<file path="src/rtl/sg_rx_req_gen.sv">
// sg_rx_req_gen
// Walks scatter-gather elements and issues PCIe read requests. Each request is
// bounded by the max read size, the 4 KB page boundary, the remaining element
// length, the remaining transfer length and the receive FIFO credit.
module sg_rx_req_gen #(
    parameter logic [2:0]  C_MAX_READ_REQ = 3'd2,
    parameter int unsigned C_FIFO_DEPTH   = 1024,
    parameter logic [1:0]  C_TAG          = 2'b00
) (
    input  logic        CLK,
    input  logic        RST,
    input  logic [2:0]  CONFIG_MAX_READ_REQUEST_SIZE,
    input  logic        XFER_START,
    input  logic [31:0] XFER_LEN,
    input  logic        XFER_ABORT,
    output logic        XFER_DONE,
    input  logic [63:0] SG_ELEM_ADDR,
    input  logic [31:0] SG_ELEM_LEN,
    input  logic        SG_ELEM_RDY,
    output logic        SG_ELEM_REN,
    output logic        RX_REQ,
    input  logic        RX_REQ_ACK,
    output logic [1:0]  RX_REQ_TAG,
    output logic [63:0] RX_REQ_ADDR,
    output logic [9:0]  RX_REQ_LEN,
    input  logic [3:0]  CPL_WORDS
);

    typedef enum logic [2:0] {
        S_IDLE,
        S_FETCH,
        S_CALC,
        S_REQ,
        S_DONE
    } state_t;

    localparam logic [31:0] FIFO_DEPTH = 32'(C_FIFO_DEPTH);

    state_t      rState;
    state_t      next_state;

    logic [31:0] rRemain;
    logic [63:0] rElemAddr;
    logic [31:0] rElemLen;
    logic [10:0] rOutstanding;
    logic [63:0] rReqAddr;
    logic [9:0]  rReqLen;

    logic [2:0]  size_code;
    logic [31:0] max_words;
    logic [31:0] bound_words;
    logic [31:0] calc_len;
    logic        credit_ok;
    logic        elem_pop;
    logic        ack_take;
    logic [11:0] out_sum;
    logic [10:0] out_next;

    // Request length: smallest of element, transfer, read-size cap and page room.
    always_comb begin
        // NOTE: every combinational output gets a default first so no path can infer a latch.
        size_code = CONFIG_MAX_READ_REQUEST_SIZE;
        if (C_MAX_READ_REQ < size_code) size_code = C_MAX_READ_REQ;
        if (size_code > 3'd4)           size_code = 3'd4;
        max_words   = 32'd32 << size_code;
        // Words left before the next 4 KB boundary (1..1024).
        bound_words = 32'd1024 - {22'd0, rElemAddr[11:2]};
        calc_len = rElemLen;
        if (rRemain     < calc_len) calc_len = rRemain;
        if (max_words   < calc_len) calc_len = max_words;
        if (bound_words < calc_len) calc_len = bound_words;
        credit_ok = ({21'd0, rOutstanding} + calc_len) <= FIFO_DEPTH;
    end

    // Next-state decode; abort overrides everything and suppresses a same-cycle ACK.
    always_comb begin
        next_state = rState;
        elem_pop   = 1'b0;
        ack_take   = 1'b0;
        case (rState)
            S_IDLE: begin
                if (XFER_START) next_state = (XFER_LEN == 32'd0) ? S_DONE : S_FETCH;
            end
            S_FETCH: begin
                if (SG_ELEM_RDY) begin
                    elem_pop   = 1'b1;
                    next_state = S_CALC;
                end
            end
            S_CALC: begin
                if (rElemLen == 32'd0)  next_state = S_FETCH;
                else if (credit_ok)     next_state = S_REQ;
            end
            S_REQ: begin
                if (RX_REQ_ACK) begin
                    ack_take = 1'b1;
                    if (rRemain == {22'd0, rReqLen})       next_state = S_DONE;
                    else if (rElemLen == {22'd0, rReqLen}) next_state = S_FETCH;
                    else                                   next_state = S_CALC;
                end
            end
            S_DONE:  next_state = S_IDLE;
            default: next_state = S_IDLE;
        endcase
        if (XFER_ABORT) begin
            next_state = S_IDLE;
            ack_take   = 1'b0;
        end
    end

    // Outstanding credit: add accepted words, subtract completions, floor at zero.
    always_comb begin
        out_sum  = {1'b0, rOutstanding} + (ack_take ? {2'b00, rReqLen} : 12'd0);
        out_next = 11'd0;
        if (out_sum > {8'd0, CPL_WORDS}) out_next = 11'(out_sum - {8'd0, CPL_WORDS});
    end

    // State register.
    always_ff @(posedge CLK) begin
        // NOTE: sequential state uses non-blocking assignments so all registers update together.
        if (RST) rState <= S_IDLE;
        else     rState <= next_state;
    end

    // Transfer, element, request and credit registers.
    always_ff @(posedge CLK) begin
        if (RST) begin
            rRemain      <= '0;
            rElemAddr    <= '0;
            rElemLen     <= '0;
            rOutstanding <= '0;
            rReqAddr     <= '0;
            rReqLen      <= '0;
        end else begin
            if (rState == S_IDLE && XFER_START && !XFER_ABORT) rRemain <= XFER_LEN;
            if (elem_pop && !XFER_ABORT) begin
                rElemAddr <= SG_ELEM_ADDR;
                rElemLen  <= SG_ELEM_LEN;
            end
            // Request fields only move in CALC, so they hold steady while RX_REQ is up.
            if (rState == S_CALC && !XFER_ABORT) begin
                rReqAddr <= rElemAddr;
                rReqLen  <= calc_len[9:0];
            end
            if (ack_take) begin
                rElemAddr <= rElemAddr + {52'd0, rReqLen, 2'b00};
                rElemLen  <= rElemLen - {22'd0, rReqLen};
                rRemain   <= rRemain - {22'd0, rReqLen};
            end
            rOutstanding <= out_next;
        end
    end

    assign SG_ELEM_REN = elem_pop;
    assign RX_REQ      = (rState == S_REQ);
    assign XFER_DONE   = (rState == S_DONE);
    assign RX_REQ_TAG  = C_TAG;
    assign RX_REQ_ADDR = rReqAddr;
    assign RX_REQ_LEN  = rReqLen;

endmodule
</file>
<file path="config.mk">
export PLATFORM = sky130hd
export DESIGN_NAME = sg_rx_req_gen
export DESIGN_NICKNAME = d
export VERILOG_FILES = /design/src/rtl/sg_rx_req_gen.sv
export SDC_FILE = /design/constraint.sdc
export NUM_CORES = 1
export LEC_CHECK = 0
export ABC_CLOCK_PERIOD_IN_PS = 8950
export CAP_MARGIN = 20
export CORE_ASPECT_RATIO = 1.1
export CORE_MARGIN = 8
export CORE_UTILIZATION = 50
export DETAILED_ROUTE_END_ITERATION = 10
export PLACE_DENSITY = 0.81
export SLEW_MARGIN = 20
export SYNTH_ARGS = -nofsm -noshare
export SYNTH_HDL_FRONTEND = slang
export SYNTH_SLANG_ARGS = --single-unit
</file>
<file path="constraint.sdc">
create_clock -name CLK -period 8.95 [get_ports CLK]
set_input_delay 1.79 -clock CLK [delete_from_list [all_inputs] [get_ports CLK]]
set_output_delay 1.79 -clock CLK [all_outputs]
set_load 0.01 [all_outputs]
</file>
After elaboration in Yosys (flattened, before gate mapping). Cells that the tools add are included. Widths: inputs -> output; s select.

Divide/modulo/power cells: 0. Equality and inequality tests: 10. Magnitude comparators: 7. Bitwise gates (word level): 1. Reduce and logical (&&, ||, !) cells: 13. Multiply operators: 0. Shifts and indexed selects: 1. Mux-type cells: 26. Add/subtract/negate cells: 7.

Operators by type and width (count): $mux 32 (7); $mux 64 (2); $lt 32x32->1 (3); $add 64x12->64 (1); $eq 32x10->1 (2); $logic_not 32->1 (2); $sub 32x10->32 (2); $add 11x32->32 (1); $le 32x11->1 const B (1); $shl 6x3->32 const A (1); $mux 3 (9); $add 11x10->12 (1); $gt 12x4->1 (1); $pmux 3 s4 (1); $sub 11x10->12 const A (1); $sub 11x4->11 (1); $mux 10 (1); $eq 3x2->1 const B (2); $mux 1 (5); $logic_and 1x1->1 (4); $ne 2x2->1 const B (2); $reduce_and 4->1 (1); $reduce_bool 2->1 (2); $reduce_or 2->1 (2); 10 further kinds (10).

Bits in writable memories: 0. Output and inout bits: 79. Memory bits (read-only): 0. Bits of input ports: 141. Flip-flop bits (word level): 216. Memories kept: 0. Latch bits: 0.

Logic depth before layout (Yosys ltp). Gate-level depths: netlist of run 1.

Word-level depth: 14. Gate-level depth with buffers: 47. Mapped depth without buffers: 44.

Worst setup path before layout of run 1. OpenSTA, ideal clock, no wires.

Path kind: register to register. From: reg rElemLen[17]. To: reg rState[0]. Path buffers: 3. Cell stages (with the launch flop): 44. Data required time: 8.836 ns. Data arrival time: 8.415 ns. Clock period less this slack: 8.530 ns. Slack: 0.420 ns. Cells stage by stage: dfxtp_1 -> inv_1 -> ha_1 -> a21o_1 -> a221o_1 -> a221oi_1 -> o211ai_1 -> nor2_2 -> clkbuf_1 -> buf_1 -> mux2i_1 -> ha_1 -> nand2_1 -> nor2_1 -> a221oi_1 -> nor2b_1 -> mux2_2 -> nand2b_1 -> [... 8 more ...] -> or4_1 -> mux2_4 -> nand2b_4 -> nor2_1 -> a22o_1 -> ha_1 -> inv_1 -> fa_1 -> nor2b_1 -> o21ai_0 -> a21boi_0 -> o21ai_0 -> nand2b_1 -> a21o_1 -> a21oi_1 -> a2111oi_0 -> a31oi_1 -> a2111oi_0.

Word-level cells in the longest chain between the ends: 10. Elaborated cells between the ends (all ways): 17. Classes of those cells: add/sub (1); order compare (4); eq/ne (2); mux (8); reduce/logical (2).

RTL lines: start, declared (RTL line 44) `logic [31:0] rElemLen;`; start signal, assigned (RTL line 147) `rElemLen <= rElemLen - {22'd0, rReqLen};`; $lt 32x32->1 (RTL line 69) `if (rRemain < calc_len) calc_len = rRemain;`; $mux 32 (*) (RTL line 69); $lt 32x32->1 (RTL line 70) `if (max_words < calc_len) calc_len = max_words;`; $mux 32 (*) (RTL line 70); $lt 32x32->1 (RTL line 71) `if (bound_words < calc_len) calc_len = bound_words;`; $mux 32 (*) (RTL line 71); net calc_len[0] (RTL line 52) `logic [31:0] calc_len;`; $add 11x32->32 (*) (RTL line 72) `credit_ok = ({21'd0, rOutstanding} + calc_len) <= FIFO_DEPTH;`; $le 32x11->1 (*) (RTL line 72); $ne 3x3->1 (no line) (*); $reduce_and 4->1 (no line) (*); end signal, assigned (RTL line 122) `else rState <= next_state;`; end, declared (RTL line 39) `state_t rState;`.

Mark *: on every way through the listed nets, which the timed path passes. The rest lies on a longest branch. The select of a mux whose other input is x is not followed. A chain may end at the register's enable or synchronous reset.

Worst setup path in the final report of run 1. Same ends and word-level chain as after synthesis.

==> results.yml, run 1 <==
placement:
  post-dp-hpwl_um: 35800
  dp_cells: 2418
  gp_congestion: 0.935
  pre_cts_slack_ns: -0.124
  dpl_cell_area_um2: 16800
  buffer_ports.inserted: 217
synthesis:
  post_synth.cell_area_avg_um2: 7.54
  synth_area_leader_cell: "dfxtp_1"
  synth.top_cell.area_share_pct: 30.4
  post_synth_num_cell_types: 82
  async_reset_ff_share_pct: 0
  synth_cells: 1888
  synth-seq-area-share_pct: 30.4
  synthesis.yosys.warnings: 0
  synth.area.top_cells: "dfxtp_1 30%, ha_1 9.1%, nand2_1 7.8%"
  synthFlopType: "dfxtp_1"
  synthesis.area_um2: 14200
  number_of_synthesized_flops_with_an_enable_pin: 0
  synth-seq-cells: 216
drt:
  via_count: 15200
  drt-initial-drc-count: 1492
  drc: 0
  avgViaCountPerCell: 6.15
  post_drt_wl_per_cell_um: 20.0
  first_pass_iters: 9
  wirelength_um: 49500
  antenna_violating_nets_post_route: 0
layout:
  finalNetCount: 2332
  post_route_cells_drive_above_1_share_pct: 6.19
  flow.area_growth_from_synthesis_pct: 24.7
  postLayoutCellArea_um2: 17700
  final_non_filler_cell_total: 2469
  layout.filler_cells: 2549
  final_util_pct: 62.5
floorplanning:
  placementRows: 65
  core-area_um2: 28400
  fp.dieH_um: 193
  floorplan.initialDensity_pct: 50.2
  io_pins: 220
  die-width_um: 177
  die_area_um2: 34100
power:
  power_density_nw_per_um2: 164
  p_leak_nw: 6.53
  vdd.ir_drop.worst_mv: 0.140
global_routing:
  global_route_wire_length_before_repair_um: 78000
  grt_start_max_net_pins: 108
  vias_in_the_first_global_route: 14600
  groute.usage.overall_pct: 28.0
  grt-ovfl-total: 0
  grt_antenna_before_repair: 2
clock_network:
  cts_inserted_buffers: 24
  ctsHoldBuffers: 0
  root_buffer: "clkbuf_16"
  clock-sinks: 216
  tritoncts: "yes"
  cts-root-to-sink-buffers: 3
  clock_latency_ns: 0.56
  cts_htree_levels: 1
  clk_transition_reported_paths_ns: 0.06
setup_path:
  worst-path-max-fanout: 5
  worstPathRequired_ns: 9.34
  setup.worst_path.class: "flip-flop to flip-flop"
  worst_ep_arrival_time_ns: 8.88
  crit_path_end_kind: "flip-flop"
  cp-start-kind: "flip-flop"
  crit_path_frequent_cell: "a21o_1"
  critPathSlowestCell: "or4_1"
  slowest_delay_ns: 0.40
timing:
  layout_worst_path_cycle_share_pct: 94.9
  clock.fmax_mhz: 118
  timing.final.max_slew_violations: 0
  clock_skew_ns: 0.0212
  slew_hr_pct: 27.5
  final.setup.worst_slack_ns: 0.452
  final_hold_viol_count: 0
  tightestPinTransition_ns: 1.09
  finalCriticalPeriod_ns: 8.50
  hold_slack_ns: 0.452
  final_setup_violation_count: 0
run:
  max_cap_violations: 0
hold_path:
  timing.hold.worst.class: "flip-flop to flip-flop"
outcome:
  outcome: "completed"
-- final timing paths --
check	start	endpoint	slack, ns	depth (start not counted)
setup reg to reg	rElemLen[17]$_SDFFE_PP0P_	rState[0]$_SDFFE_PP0P_	0.45	39
hold reg to reg	RX_REQ_ADDR[40]$_SDFFE_PP0P_	RX_REQ_ADDR[40]$_SDFFE_PP0P_	0.45	2
hold / removal	RX_REQ_ADDR[40]$_SDFFE_PP0P_	RX_REQ_ADDR[40]$_SDFFE_PP0P_	0.45	2
setup / recovery	rElemLen[17]$_SDFFE_PP0P_	rState[0]$_SDFFE_PP0P_	0.45	39
-- metal layers --
metal / vias up / track usage [%] / part of all wire (%)
met1: 7160 / 34.9 / 41
met3: 120 / 4.79 / 7.3
met5: - / 0 / 0
met2: 635 / 47.1 / 48
met4: 0 / 11.7 / 3.8
li1: 7271 / - / -
-- cell type report --
type | instances | area (um2) | share of cell area, %
inverter | 93 | 349 | 1.97
antenna | 2 | 5.00 | 0.0282
timing repair buffer | 263 | 2520 | 14.2
tap | 368 | 460 | 2.59
multi-input combinational | 1483 | 9250 | 52.1
clock inverter | 10 | 143 | 0.804
clock buffer | 34 | 698 | 3.93
sequential | 216 | 4320 | 24.4
-- cell usage in the layout, fill, tap and decap left out, types with 7 or more instances in the layout --
cell type / n
nand2_1: 296
dfxtp_1: 216
clkdlybuf4s50_1: 216
a21oi_1: 195
nor2_1: 141
ha_1: 104
inv_1: 93
o21ai_0: 70
a31oi_1: 56
nor3_1: 54
nand3_1: 47
buf_4: 44
a22oi_1: 34
o211ai_1: 30
xnor2_1: 29
a21o_1: 28
nand4_1: 28
or3_1: 26
clkbuf_16: 24
nor4_1: 22
a221oi_1: 21
and3_1: 20
o311ai_0: 20
a211oi_1: 18
or4_1: 16
nand2b_1: 16
xor2_1: 16
nor2b_1: 15
and2_1: 11
o21a_1: 10
o21ai_1: 9
mux2i_1: 9
a311oi_1: 9
or2_2: 8
conb_1: 7
-- power breakdown --
| part | switching, mW | leakage (nW) | internal, mW | total, mW |
|---|---|---|---|---|
| combinational | 0.443 | 4.37 | 0.357 | 0.799 |
| clock | 0.439 | 0.413 | 0.631 | 1.07 |
| sequential | 0.0379 | 1.75 | 0.995 | 1.03 |
| total | 0.920 | 6.53 | 1.98 | 2.90 |
-- repair_timing --
action                     4_1_cts  5_1_grt
gates resized for setup          0       21
setup buffers                    0        4
setup endpoints to repair        0        1
-- stage by stage --
stage / setup TNS (ns) / power (mW)
2_1_floorplan: 0 / 1.55
3_3_place_gp: 0 / 1.80
6_report: 0 / 2.90
3_5_place_dp: -0.124 / 1.81
4_1_cts: 0 / 2.88
5_1_grt: -0.0432 / 3.03
-- cells in the mapped netlist, types with 24 or more instances --
| library cell | number |
|---|---|
| o21ai_0 | 74 |
| xnor2_1 | 29 |
| inv_1 | 93 |
| a31oi_1 | 56 |
| dfxtp_1 | 216 |
| nor3_1 | 55 |
| nand4_1 | 28 |
| nand2_1 | 296 |
| nand3_1 | 47 |
| nor4_1 | 24 |
| nor2_1 | 143 |
| o211ai_1 | 30 |
| clkbuf_1 | 89 |
| or3_1 | 26 |
| a21oi_1 | 195 |
| a21o_1 | 28 |
| a22oi_1 | 34 |
| ha_1 | 104 |
-- state kept, by name, indices dropped and copies added (netlist names) --
name	flops
RX_REQ_ADDR	64
rElemAddr	64
rElemLen	32
rRemain	32
rOutstanding	11
RX_REQ_LEN	10
rState	3
-- critical path, delay by kind of cell (launching register included) --
family | cells | cell delay [ns]
and+or+nand+nor | 8 | 1.50
DFF | 1 | 0.38
buffers and inverters | 4 | 0.53
AOI/OAI and AO/OA | 20 | 3.91
muxes | 3 | 0.87
adders and majority gates | 4 | 1.17
-- cell families (layout without fill, tap and decap cells) --
| kind of cell | after synthesis | after routing | share of synthesized area, % |
|---|---|---|---|
| buf+inv | 195 | 400 | 5.44 |
| fa+ha+maj | 110 | 110 | 9.98 |
| simple gates | 740 | 740 | 24.7 |
| other cells | 1 | 9 | 0.0263 |
| mux | 17 | 17 | 1.27 |
| compound gates | 564 | 564 | 25.4 |
| flops | 216 | 216 | 30.4 |
| xor+xnor | 45 | 45 | 2.77 |
Note: power is estimated with default switching activity, not from simulation.
==> run 2, diff against run 1 <==
--- a/config.mk
+++ b/config.mk
@@ -10,6 +10,7 @@
 export CORE_ASPECT_RATIO = 1.1
 export CORE_MARGIN = 8
 export CORE_UTILIZATION = 50
+export CTS_CLUSTER_DIAMETER = 100
 export DETAILED_ROUTE_END_ITERATION = 10
 export PLACE_DENSITY = 0.81
 export SLEW_MARGIN = 20
==> results.yml, run 2 (synthesis gave the netlist of run 1 again) <==
clock_network:
  clock-sinks: 216
  root_buffer: "clkbuf_16"
  ctsHoldBuffers: 0
  cts_inserted_buffers: 25
  clock_latency_ns: 0.56
  tritoncts: "yes"
  cts-root-to-sink-buffers: 3
  clk_transition_reported_paths_ns: 0.06
  cts_htree_levels: 1
global_routing:
  grt-ovfl-total: 0
  grt_antenna_before_repair: 2
  vias_in_the_first_global_route: 14600
  groute.usage.overall_pct: 27.9
  grt_start_max_net_pins: 108
  global_route_wire_length_before_repair_um: 78000
run:
  max_cap_violations: 0
floorplanning:
  die-width_um: 177
  floorplan.initialDensity_pct: 50.2
  io_pins: 220
  die_area_um2: 34100
  core-area_um2: 28400
  fp.dieH_um: 193
  placementRows: 65
layout:
  multi_input_comb_area_um2: 9250
  final_util_pct: 62.6
  final_non_filler_cell_total: 2472
  layout.filler_cells: 2562
  post_route_cells_drive_above_1_share_pct: 6.24
  commonest_non_fill_non_tap_cells_in_the_layout: "296 x nand2_1, 216 x dfxtp_1, 216 x clkdlybuf4s50_1"
  flow.area_growth_from_synthesis_pct: 24.7
  layout.cells.most_common: "nand2_1"
  ff_latch_area_um2: 4320
  finalNetCount: 2333
timing:
  clock.fmax_mhz: 118
  setup_tns_ns: 0
  timing.final.max_slew_violations: 0
  final_setup_violation_count: 0
  final_hold_viol_count: 0
  layout_worst_path_cycle_share_pct: 94.9
  final.setup.worst_slack_ns: 0.455
  finalCriticalPeriod_ns: 8.50
  clock_skew_ns: 0.0246
  slew_hr_pct: 27.3
  hold_slack_ns: 0.451
  tightestPinTransition_ns: 1.09
outcome:
  outcome: "completed"
setup_path:
  worstPathRequired_ns: 9.33
  crit_path_end_kind: "flip-flop"
  critPathTopFamily: "compound AO/OA/AOI/OAI gates"
  cp-start-kind: "flip-flop"
  setup.worst_path.class: "flip-flop to flip-flop"
  startpoint_of_the_worst_register_to_register_path: "rElemLen[17]$_SDFFE_PP0P_"
  crit_path_frequent_cell: "a21o_1"
  worst-path-max-fanout: 5
  worst-r2r-cell-count: 39
  setup_slack_reg_to_reg_ns: 0.45
  critPathSlowestCell: "or4_1"
  slowest_delay_ns: 0.40
  worst_ep_arrival_time_ns: 8.88
  critPathBufInv: 4
  timing.rr.end: "rState[0]$_SDFFE_PP0P_"
drt:
  post_drt_wl_per_cell_um: 20.0
  wirelength_um: 49500
  via_count: 15200
  drt-initial-drc-count: 1459
  first_pass_iters: 6
  antenna_violating_nets_post_route: 0
  drc: 0
  avgViaCountPerCell: 6.17
placement:
  gp_congestion: 0.935
  dp_cells: 2418
  pre_cts_slack_ns: -0.124
  buffer_ports.inserted: 217
  post-dp-hpwl_um: 35800
hold_path:
  hold_path_startpoint: "RX_REQ_ADDR[40]$_SDFFE_PP0P_"
  hold_depth: 2
  min_delay_worst_endpoint: "RX_REQ_ADDR[40]$_SDFFE_PP0P_"
  timing.hold.worst.class: "flip-flop to flip-flop"
power:
  p_leak_nw: 6.52
  vdd.ir_drop.worst_mv: 0.137
  power_density_nw_per_um2: 164
-- run 2: changes by cell type in the layout (fill, tap and decap cells not counted) --
cell and delta:
clkbuf_16 +1, clkbuf_8 -4, and2_1 +1, clkinv_4 +1, diode_2 +1, clkinv_2 +2
and2_2 -1, clkinvlp_4 +2, clkinv_8 -1, inv_16 +1
-- run 2: how the worst max path moves through the flow --
| stage | start | endpoint | slack (ns) | cells past startpoint |
|---|---|---|---|---|
| after CTS | rElemLen[17]$_SDFFE_PP0P_ | rState[0]$_SDFFE_PP0P_ | 0.03 | 39 |
| after detailed placement | CONFIG_MAX_READ_REQUEST_SIZE[2] | rState[0]$_SDFFE_PP0P_ | -0.12 | 34 |
| after global routing | rElemLen[17]$_SDFFE_PP0P_ | rState[0]$_SDFFE_PP0P_ | -0.04 | 42 |
| after global placement | CONFIG_MAX_READ_REQUEST_SIZE[2] | rState[0]$_SDFFE_PP0P_ | 0.13 | 34 |
| after floorplan | rElemLen[17]$_SDFFE_PP0P_ | rState[0]$_SDFFE_PP0P_ | 0.42 | 43 |
| final | rElemLen[17]$_SDFFE_PP0P_ | rState[0]$_SDFFE_PP0P_ | 0.45 | 39 |
-- run 2: worst reg2reg max path, delay by kind of cell, from the launching register on --
| kind | cells | cell delay (ns) |
|---|---|---|
| AOI/OAI and AO/OA | 20 | 3.89 |
| and+or+nand+nor | 8 | 1.51 |
| adders and majority gates | 4 | 1.15 |
| muxes | 3 | 0.87 |
| buffers and inverters | 4 | 0.53 |
| DFF | 1 | 0.38 |
-- run 2: power breakdown --
part	internal, mW	switching, mW
Combinational	0.356	0.443
Sequential	0.995	0.0385
Clock	0.623	0.448
-- run 2: metal layers --
metal	share of wire (%)	global-route usage, %	up-vias
met5	0	0	-
met4	3.8	11.5	0
met3	7.7	4.64	118
met2	48	47.0	676
met1	41	35.0	7194
li1	-	-	7259
-- run 2: timing repair --
| item | in CTS | in global routing |
|---|---|---|
| gates resized for setup | 0 | 20 |
| buffers inserted | 0 | 4 |
| setup endpoints to repair | 0 | 1 |
-- run 2: area by class of cell --
class | instances | area share, %
multi-input combinational | 1483 | 52.1
sequential | 216 | 24.4
timing repair buffer | 263 | 14.2
clock buffer | 31 | 3.76
tap | 368 | 2.59
inverter | 93 | 1.97
clock inverter | 15 | 1.01
antenna | 3 | 0.0423
-- run 2: stage by stage --
step,area (um2),power [mW]
global route,17800,3.04
global placement,16800,1.80
finish,17800,2.90
detailed placement,16800,1.81
floorplan,14300,1.55
CTS,17600,2.88
==> run 3, diff against run 2 <==
--- a/config.mk
+++ b/config.mk
@@ -5,7 +5,7 @@
 export SDC_FILE = /design/constraint.sdc
 export NUM_CORES = 1
 export LEC_CHECK = 0
-export ABC_CLOCK_PERIOD_IN_PS = 8950
+export ABC_CLOCK_PERIOD_IN_PS = 7050
 export CAP_MARGIN = 20
 export CORE_ASPECT_RATIO = 1.1
 export CORE_MARGIN = 8
==> constraint.sdc (replaced) <==
create_clock -name CLK -period 7.05 [get_ports CLK]
set_input_delay 1.41 -clock CLK [delete_from_list [all_inputs] [get_ports CLK]]
set_output_delay 1.41 -clock CLK [all_outputs]
set_load 0.01 [all_outputs]
==> results.yml, run 3 (synthesis gave the netlist of run 1 again) <==
outcome:
  outcome: "complete, but fails checks"
  failing_checks: "negative setup slack"
drt:
  avgViaCountPerCell: 6.17
  antenna_violating_nets_post_route: 0
  post_drt_wl_per_cell_um: 20.0
  drt-initial-drc-count: 1580
  drc: 0
  via_count: 16000
  first_pass_iters: 6
  wirelength_um: 51900
global_routing:
  grt_start_max_net_pins: 117
  groute.usage.overall_pct: 29.3
  grt_antenna_before_repair: 2
  vias_in_the_first_global_route: 15200
  grt-ovfl-total: 0
  global_route_wire_length_before_repair_um: 81500
layout:
  layout.filler_cells: 2346
  finalNetCount: 2455
  layout.cells.most_common: "nand2_1"
  ff_latch_area_um2: 4330
  flow.area_growth_from_synthesis_pct: 32.7
  commonest_non_fill_non_tap_cells_in_the_layout: "294 x nand2_1, 216 x clkdlybuf4s50_1, 210 x dfxtp_1"
  final_util_pct: 66.6
  postLayoutCellArea_um2: 18900
  post_route_cells_drive_above_1_share_pct: 13.1
  multi_input_comb_area_um2: 9410
setup_path:
  crit_path_end_kind: "flip-flop"
  timing.rr.end: "rState[0]$_SDFFE_PP0P_"
  worst-r2r-cell-count: 39
  worst-path-max-fanout: 5
  worstPathRequired_ns: 7.44
  cp-start-kind: "flip-flop"
  startpoint_of_the_worst_register_to_register_path: "rRemain[18]$_SDFFE_PP0P_"
  slowest_delay_ns: 0.41
  critPathTopFamily: "compound AO/OA/AOI/OAI gates"
  worst_ep_arrival_time_ns: 8.24
  setup_slack_reg_to_reg_ns: -0.80
  crit_path_frequent_cell: "a21o_1"
  setup.worst_path.class: "flip-flop to flip-flop"
  critPathBufInv: 3
  cp_num_cells: 39
  critPathSlowestCell: "dfxtp_1"
clock_network:
  clock-sinks: 216
  cts_inserted_buffers: 25
  tritoncts: "yes"
  clock_latency_ns: 0.54
  cts-root-to-sink-buffers: 3
  cts_htree_levels: 1
  clk_transition_reported_paths_ns: 0.07
  root_buffer: "clkbuf_16"
placement:
  buffer_ports.inserted: 217
  dpl_cell_area_um2: 17700
  gp_congestion: 0.964
  post-dp-hpwl_um: 37700
power:
  vdd.ir_drop.worst_mv: 0.193
  fin_total_pwr_mw: 3.91
  power_density_nw_per_um2: 207
  p_leak_nw: 7.20
timing:
  final_hold_viol_count: 0
  setup_tns_ns: -0.800
  finalCriticalPeriod_ns: 7.85
  clock_skew_ns: 0.0123
  timing.final.max_slew_violations: 0
  tightestPinTransition_ns: 1.05
  layout_worst_path_cycle_share_pct: 111
  clock.fmax_mhz: 127
  rsz0062_at_grt: "true"
  final_setup_violation_count: 1
  slew_hr_pct: 29.9
  final.setup.worst_slack_ns: -0.800
hold_path:
  hold_depth: 2
  timing.hold.worst.class: "flip-flop to flip-flop"
  hold_path_startpoint: "RX_REQ_ADDR[3]$_SDFFE_PP0P_"
  min_delay_worst_endpoint: "RX_REQ_ADDR[3]$_SDFFE_PP0P_"
floorplanning:
  placementRows: 65
  die_area_um2: 34100
  floorplan.initialDensity_pct: 50.2
  die-width_um: 177
  fp.dieH_um: 193
  core-area_um2: 28400
  io_pins: 220
run:
  max_cap_violations: 0
-- run 3: worst max-delay path by stage --
stage               slack (ns)                            start                endpoint
detailed placement       -1.20  CONFIG_MAX_READ_REQUEST_SIZE[2]  rState[0]$_SDFFE_PP0P_
floorplan                -0.95        rElemLen[17]$_SDFFE_PP0P_  rState[0]$_SDFFE_PP0P_
global route             -1.18        rElemLen[19]$_SDFFE_PP0P_  rState[0]$_SDFFE_PP0P_
CTS                      -0.88        rElemLen[18]$_SDFFE_PP0P_  rState[0]$_SDFFE_PP0P_
global placement         -0.91  CONFIG_MAX_READ_REQUEST_SIZE[2]  rState[0]$_SDFFE_PP0P_
finish                   -0.80         rRemain[18]$_SDFFE_PP0P_  rState[0]$_SDFFE_PP0P_
-- run 3: metrics by stage --
stage               setup WS (ns)  instances  hold WS (ns)
floorplan                  -0.949       1894         0.432
global placement           -0.908       2528         0.442
detailed placement          -1.20       2528         0.446
CTS                        -0.882       2588         0.454
global route                -1.18       2592         0.464
finish                     -0.800       2592         0.453
-- run 3: metal layers --
layer / up-vias / share of wire, % / global-route usage (%)
met2: 798 / 47 / 48.7
met1: 7519 / 40 / 37.1
li1: 7520 / - / -
met3: 153 / 8.8 / 5.34
met4: 2 / 4.4 / 12.1
met5: - / 0.025 / 0
-- run 3: timing repair --
action                                 4_1_cts  5_1_grt
gates resized for setup                     40       20
setup endpoints to repair                    1        1
cloned                                       1        0
setup buffers                               13        3
pin swaps                                   36       34
endpoints found under the hold margin        0        0
hold buffers                                 0        0
-- run 3: final cells by class --
| type | count | share of cell area (%) |
|---|---|---|
| clock buffers | 32 | 3.50 |
| diodes | 1 | 0.0132 |
| repair buffers | 385 | 18.3 |
| inverters | 93 | 1.85 |
| flip-flops and latches | 216 | 22.9 |
| clock inverters | 14 | 1.17 |
| multi-input cells | 1483 | 49.8 |
| well taps | 368 | 2.44 |
-- run 3: where the power goes --
group / switching, mW / internal, mW
clock: 0.564 / 0.855
sequential: 0.0459 / 1.26
combinational: 0.622 / 0.556
-- run 3: tightest hold or removal path: cells and delay by family (launching register included) --
kind | cells | cell delay [ns]
AOI/OAI and AO/OA | 1 | 0.05
DFF | 1 | 0.30
and+or+nand+nor | 1 | 0.05
